**src/rtl/pw_decoder.sv**
```systemverilog
// Pulse-width temporal decoder: reports width and onset phase of the first pulse per gamma cycle.
// Onset capture is compiled in only when PW_DECODER_ONSET_EN is defined; otherwise onset is tied to 0.
module pw_decoder #(
  parameter int GAMMA_CYCLE_WIDTH = 16,
  parameter int W = $clog2(GAMMA_CYCLE_WIDTH + 1)
) (
  input  logic         aclk,
  input  logic         rst_n,
  input  logic         grst,
  input  logic         din,
  output logic [W-1:0] value,
  output logic [W-1:0] onset,
  output logic         valid,
  output logic         err
);

  typedef enum logic [1:0] {IDLE, ARMED, HIGH, DONE} state_t;

  state_t       state, state_nxt;
  logic [W-1:0] count;
  logic         din_q;
  logic         rpt, rpt_err, extra;

  always_ff @(posedge aclk or negedge rst_n) begin
    if (!rst_n) state <= IDLE;
    else        state <= state_nxt;
  end

  always_comb begin
    state_nxt = state;
    case (state)
      IDLE:    if (grst) state_nxt = ARMED;
      ARMED:   if (!grst && din) state_nxt = HIGH;
      HIGH:    if (grst) state_nxt = ARMED;
               else if (!din) state_nxt = DONE;
      DONE:    if (grst) state_nxt = ARMED;
      default: state_nxt = IDLE;
    endcase
  end

  // din is never treated as data on a grst edge, so only HIGH reports on grst use it (truncation).
  always_comb begin
    rpt     = 1'b0;
    rpt_err = 1'b0;
    extra   = 1'b0;
    case (state)
      ARMED:   rpt = grst;
      HIGH: begin
        rpt     = grst || !din;
        rpt_err = grst && din;
      end
      DONE:    extra = !grst && din && !din_q;
      default: ;
    endcase
  end

  always_ff @(posedge aclk or negedge rst_n) begin
    if (!rst_n) begin
      count <= '0;
      din_q <= 1'b0;
    end else begin
      din_q <= din;
      if (state == ARMED && !grst && din)
        count <= W'(1);
      else if (state == HIGH && !grst && din && count != '1)
        count <= count + W'(1);
    end
  end

  always_ff @(posedge aclk or negedge rst_n) begin
    if (!rst_n) begin
      valid <= 1'b0;
      err   <= 1'b0;
      value <= '0;
    end else begin
      valid <= rpt;
      err   <= rpt_err || extra;
      if (rpt) value <= (state == HIGH) ? count : '0;
    end
  end

`ifdef PW_DECODER_ONSET_EN
  logic [W-1:0] phase, phase_cur, onset_cap;

  // phase holds the phase of the previous edge; phase_cur is the phase of the edge being sampled
  assign phase_cur = grst ? '0 :
                     (phase == W'(GAMMA_CYCLE_WIDTH - 1)) ? phase : phase + W'(1);

  always_ff @(posedge aclk or negedge rst_n) begin
    if (!rst_n) begin
      phase     <= '0;
      onset_cap <= '0;
      onset     <= '0;
    end else begin
      phase <= phase_cur;
      if (state == ARMED && !grst && din) onset_cap <= phase_cur;
      if (rpt) onset <= (state == HIGH) ? onset_cap : '0;
    end
  end
`else
  assign onset = '0;
`endif

endmodule

```
**config.mk**
```make
export PLATFORM = sky130hd
export DESIGN_NAME = pw_decoder
export DESIGN_NICKNAME = d
export VERILOG_FILES = /design/src/rtl/pw_decoder.sv
export SDC_FILE = /design/constraint.sdc
export NUM_CORES = 1
export LEC_CHECK = 0
export BUFFER_PORTS_ARGS = -buffer_cell sky130_fd_sc_hd__buf_2
export CORE_MARGIN = 1.5
export CORE_UTILIZATION = 45
export DETAILED_ROUTE_END_ITERATION = 10
export PLACE_DENSITY = 0.78
export SLEW_MARGIN = 20
export SYNTH_ARGS = -nofsm -noshare
export SYNTH_HDL_FRONTEND = slang
export SYNTH_SLANG_ARGS = --single-unit
```
**constraint.sdc**
```tcl
create_clock -name aclk -period 3.3 [get_ports aclk]
set_input_delay 0.66 -clock aclk [delete_from_list [all_inputs] [get_ports aclk]]
set_output_delay 0.66 -clock aclk [all_outputs]
set_load 0.02 [all_outputs]
```
==> metrics.cfg, run 1 <==
[worst_setup_path]
rrSetupSlack_ns=1.40
required_ns=3.48
reg2reg_from=count[0]
r2r-end=count[3]
cp-end-kind=flop
crit_arrival_ns=2.08
path_class=flop to flop
reg2regPathDepth=6
cp_max_fo=4
startpoint_type=flop

[floorplanning]
fp.dieArea_um2=2070
fp-row-count=15
start_util_pct=47.6
core_um2=1710
die_x_um=45.5
pin_count=16
die_y_um=45.5

[global_routing]
busiest_layer=met2
grt_pass1_vias=543
overflow=0
grt_first_pass_wirelength_um=2280
grt_use_met1_pct=15.8
grt_use_met2_pct=27.3
grtUsageTotal_pct=15.8
antenna_found_initial=0
grt_max_degree=16
grtUsageMet3_pct=3.97

[synth]
synth-async-reset-ratio_pct=100
seq_area_frac_synth_pct=46.2
synthTopCellsByArea=dfrtp_1 46%, ha_1 7.7%, a22o_1 6.5%
ys_seq_elements=15
synth_top_cell_area_share_pct=46.2
synth_edf_count=0
synth_common_cells=15 x dfrtp_1, 6 x a22o_1, 6 x buf_4, 6 x o21ai_0, 5 x ha_1
synth_most_common_cell=dfrtp_1
syn_inst=76
netlist_area_um2=813
synthDistinctLibCells=30
syn_area_per_cell_um2=10.7
yosysTopAreaCell=dfrtp_1
yosysWarnings=0
ys.flop_type=dfrtp_1

[layout]
area_growth_syn_to_layout_pct=9.08
final_area_um2=887
nets=97
antenna_cells=0
fin_cells=112
layout-drive-gt1-share_pct=18.4

[power]
power_density_nw_per_um2=700
p_leak_nw=0.460
cellInternalPower_mw=0.372
irDropWorstVdd_v=0.000338
sw_frac_of_total_pct=40.1
p_seq_share_pct=41.2
power_frac_comb_pct=42.3
clockPowerShare_pct=16.5
p_sw_mw=0.249

[detailed_routing]
vias=596
wirelength_um=1440
drt-initial-drc-count=17
drc=0
avgViaCountPerCell=5.32
ant_nets=0
wl_per_cell_um=12.9
dr.pass1.iters=4

[placed_design]
dp_cells=108
portBuffers=10
dp_slack_ns=1.43
post_dp_cell_area_um2=861
dp_hpwl_um=1050
gp_congestion=0.716

[clocking]
cts_buffers=3
cts_buffer_depth=2
clkSlewWorstSetupHoldPaths_ns=0.08
clk_latency_ns=0.28
clock-sinks=15
cts_tree=done
ctsHoldBuffers=0
cts_setup_buffers=0
cts-root-buf=clkbuf_4
cts_resized=0
h-tree-depth=1

[timing]
tns_ns=0
layout_setup_ws_ns=1.40
fmax_mhz=526
hold_viol=0
min_period_over_period_pct=57.6
rsz0062_at_grt=false
maxSlewViolCount=0
min_period_ns=1.90
skew_ns=0.000763
setup_viol=0

[status]
status=completed

[flow_run]
cap_viol_max_count=0

[worst_hold_path]
holdCritPathClass=primary input to async pin

==> logic make-up (layout without fill, tap and decap cells) <==
family | after synthesis | count (layout) | synth area share (%)
DFF | 15 | 15 | 46.2
muxes | 2 | 2 | 2.46
adders and majority gates | 5 | 5 | 7.69
other | 1 | 5 | 0.461
buffers and inverters | 11 | 18 | 7.84
AOI/OAI and AO/OA | 21 | 21 | 18.8
and+or+nand+nor | 21 | 21 | 16.6
==> flip-flops by register name, indices dropped and copies added, names as in the netlist <==
signal and count:
count 5, value 5, state 2, din_q 1, err 1, valid 1
==> power groups by stage <==
stage / clock network, mW / registers, mW / logic (mW)
6_report: 0.102 / 0.256 / 0.263
5_1_grt: 0.114 / 0.260 / 0.289
4_1_cts: 0.103 / 0.255 / 0.265
3_5_place_dp: 0 / 0.258 / 0.258
3_3_place_gp: 0 / 0.253 / 0.248
2_1_floorplan: 0 / 0.270 / 0.187
==> through the flow <==
stage	power [mW]	hold WS, ns	util [%]
2_1_floorplan	0.457	0.364	-
3_3_place_gp	0.501	0.482	50.4
5_1_grt	0.662	0.269	51.9
4_1_cts	0.624	0.269	51.9
6_report	0.621	0.260	51.9
3_5_place_dp	0.516	0.490	50.4
==> routing by layer <==
metal	vias to the layer above	wire (um)
met2	20	756
li1	286	-
met4	0	31
met5	-	0
met1	285	600
met3	5	54
==> placed cells by master (no fill, tap or decap), drive strengths merged, types with 3 or more instances in the layout <==
master / count
ha: 5
inv: 4
nor2: 3
a22o: 6
clkbuf: 4
dfrtp: 15
buf: 10
nor2b: 4
o21ai: 6
nand3: 3
conb: 5
==> worst max-delay path: stages (launching register included) <==
cell	delay, ns
dfrtp_1	0.43
ha_1	0.23
and3_1	0.18
ha_1	0.21
or2b_1	0.26
o311a_1	0.34
a21o_1	0.15
==> area by class of cell <==
| cell class | instances | area, um2 |
|---|---|---|
| clock buffers | 4 | 26.3 |
| flip-flops and latches | 15 | 375 |
| inverters | 4 | 15.0 |
| multi-input cells | 54 | 389 |
| fillers | 148 | 821 |
| well taps | 25 | 31.3 |
| repair buffers | 10 | 50.0 |
==> worst max-delay path by stage <==
stage          startpoint        to  depth (start not counted)
4_1_cts          count[0]  count[3]                          6
3_5_place_dp     count[0]  count[3]                          6
2_1_floorplan    count[0]  count[3]                          6
5_1_grt          count[0]  count[3]                          6
3_3_place_gp     count[0]  count[3]                          6
6_report         count[0]  count[3]                          6
Power figures use the tool's default switching activity.
==> inputs of run 2 (changes only) <==
--- a/config.mk
+++ b/config.mk
@@ -9,7 +9,7 @@
 export CORE_MARGIN = 1.5
 export CORE_UTILIZATION = 45
 export DETAILED_ROUTE_END_ITERATION = 10
-export PLACE_DENSITY = 0.78
+export PLACE_DENSITY = 0.81
 export SLEW_MARGIN = 20
 export SYNTH_ARGS = -nofsm -noshare
 export SYNTH_HDL_FRONTEND = slang
==> constraint.sdc (replaced) <==
create_clock -name aclk -period 1.55 [get_ports aclk]
set_input_delay 0.31 -clock aclk [delete_from_list [all_inputs] [get_ports aclk]]
set_output_delay 0.31 -clock aclk [all_outputs]
set_load 0.02 [all_outputs]
==> run 2 against run 1 <==
Compared with the run above: the run now ends with negative setup slack left; via count grew 2.0%; fmax rose by 13%; worst setup slack got worse by 1.5 ns; utilization up 7.5 points; sequential power rose by 110%; sequential cell count is the same; die area is the same; register-to-register slack worse by 1.5 ns; critical path depth unchanged; count of clock-buffer cells in the layout unchanged; combinational power rose to 3.2 times the previous value; non-clock buffer count grew 11; critical path type unchanged.
==> metrics.cfg, run 2 (synthesis gave the netlist of run 1 again) <==
[worst_setup_path]
slowest_delay_ns=0.39  ; -0.04 ns
required_ns=1.73  ; -1.75 ns
cp-end-kind=flop
startpoint_type=flop
crit_arrival_ns=1.87  ; -0.21 ns
path_class=flop to flop
crit_chain=ha_2 > and3_4 > ha_4 > or2b_1 > o311a_1 > a21o_1
crit_family=compound AO/OA/AOI/OAI gates
cp_max_fo=3  ; -1
slowest_stage=dfrtp_1
crit_buf_inv=0  ; unchanged

[detailed_routing]
dr.pass1.iters=6  ; +2
wl_per_cell_um=12.7  ; -0.99%
drc=0  ; unchanged
ant_nets=0  ; unchanged
wirelength_um=1570  ; +8.7%
vias=608  ; +2.0%
avgViaCountPerCell=4.94  ; -7.1%
drt-initial-drc-count=17  ; unchanged

[clocking]
cts_tree=done
cts_buffer_depth=2  ; unchanged
cts-root-buf=clkbuf_4
h-tree-depth=1  ; unchanged
clock-sinks=15  ; unchanged
clk_latency_ns=0.28  ; about the same
clkSlewWorstSetupHoldPaths_ns=0.08  ; about the same
cts_buffers=3  ; unchanged

[layout]
layout-drive-gt1-share_pct=32.7  ; +14 points
reg.largest.list=count: 5 flops, value: 5 flops, state: 2 flops
layout_commonest_cell=dfrtp_1
n_fill_cell=140  ; -5.4%
area_growth_syn_to_layout_pct=24.8
antenna_cells=0  ; unchanged
final_area_um2=1010  ; +14%
nets=108  ; +11%
fin_cells=123  ; +9.8%
layout_common_cells=15 x dfrtp_1, 10 x buf_2, 10 x buf_4

[worst_hold_path]
holdCritPathClass=primary input to flop

[placed_design]
gp_congestion=0.795  ; +11%
portBuffers=10  ; unchanged
dp_cells=117  ; +8.3%
post_dp_cell_area_um2=961  ; +12%
dp_hpwl_um=1200  ; +13%

[global_routing]
grt_use_met2_pct=27.9  ; +0.56 points
grtUsageMet3_pct=3.97  ; unchanged
antenna_found_initial=0  ; unchanged
grt_use_met1_pct=20.7  ; +5.0 points
grtUsageTotal_pct=17.3  ; +1.5 points
overflow=0  ; unchanged
grt_max_degree=16  ; unchanged
grt_first_pass_wirelength_um=2450  ; +7.6%
busiest_layer=met2
grt_pass1_vias=563  ; +3.7%

[flow_run]
cap_viol_max_count=0  ; unchanged

[power]
p_leak_nw=0.519  ; +13%
power_density_nw_per_um2=1550  ; +120%
cellInternalPower_mw=0.980  ; +160%
irDropWorstVdd_v=0.000768  ; +130%
p_seq_share_pct=33.4  ; -7.8 points
sw_frac_of_total_pct=37.9  ; -2.2 points
clockPowerShare_pct=14.0  ; -2.5 points
p_sw_mw=0.597  ; +140%
power_frac_comb_pct=52.6  ; +10 points

[floorplanning]
fp.dieArea_um2=2070  ; unchanged
core_um2=1710  ; unchanged
die_y_um=45.5  ; unchanged
pin_count=16  ; unchanged
die_x_um=45.5  ; unchanged
start_util_pct=47.6  ; unchanged
fp-row-count=15  ; unchanged

[timing]
min_period_over_period_pct=109  ; +51 points
layout_setup_ws_ns=-0.138  ; -1.54 ns
hold_viol=0  ; unchanged
skew_ns=0.00385  ; +0.00309 ns
min_period_ns=1.69  ; -0.212 ns
fmax_mhz=593  ; +13%
setup_viol=3  ; +3
rsz0062_at_grt=true
maxSlewViolCount=0  ; unchanged

[status]
status=finished with violations
failed_checks=negative setup slack

run 2: cell types whose count changed in the layout (fill, tap and decap cells not counted), sizes merged:
cell	delta
buf	+10
dlygate4sd3	+1
run 2: final cells by class:
cell class / instances / area (um2) / area share [%]
multi-input combinational: 54 / 432 / 42.5
sequential: 15 / 375 / 37.0
inverter: 4 / 15.0 / 1.48
clock buffer: 4 / 26.3 / 2.59
tap: 25 / 31.3 / 3.08
timing repair buffer: 21 / 135 / 13.3
run 2: timing repair:
action                                 in CTS  in global routing
resized for setup                           1                  3
setup endpoints to repair                   9                 10
buffers inserted                            0                  1
endpoints found under the hold margin      15                  0
hold buffers                                1                  0
pin swaps                                   0                  7
run 2: through the flow:
step	setup slack [ns]	util, %	hold slack, ns	setup TNS (ns)	power [mW]
floorplan	-0.115	-	0.0144	-0.115	1.02
global placement	-0.105	56.3	0.220	-0.183	1.25
detailed placement	-0.139	56.3	0.225	-0.395	1.29
CTS	-0.150	58.4	0.197	-0.513	1.52
global route	-0.204	59.4	0.198	-0.748	1.70
finish	-0.138	59.4	0.205	-0.256	1.58
run 2: metal layers:
layer / up-vias / part of all wire (%)
met5: - / 0
met4: 0 / 2.0
met3: 4 / 3.3
met2: 19 / 49
met1: 281 / 46
li1: 304 / -
run 2: path summary, 6_finish.rpt:
kind | cells after the start | slack, ns | from | to
setup / recovery | 6 | -0.14 | count[1] | count[3]
hold / removal | 1 | 0.21 | din | din_q
hold reg to reg | 1 | 0.51 | value[3] | value[3]
setup reg to reg | 6 | -0.14 | count[1] | count[3]
max in group asynchronous | 2 | 0.85 | rst_n | valid
min in group asynchronous | 2 | 0.45 | rst_n | count[3]
run 2: power by group through the flow:
| stage | Sequential [mW] | Combinational (mW) | Clock [mW] |
|---|---|---|---|
| final | 0.527 | 0.830 | 0.220 |
| after global routing | 0.539 | 0.916 | 0.247 |
| after CTS | 0.527 | 0.764 | 0.231 |
| after detailed placement | 0.534 | 0.761 | 0 |
| after global placement | 0.529 | 0.716 | 0 |
| after floorplan | 0.583 | 0.435 | 0 |
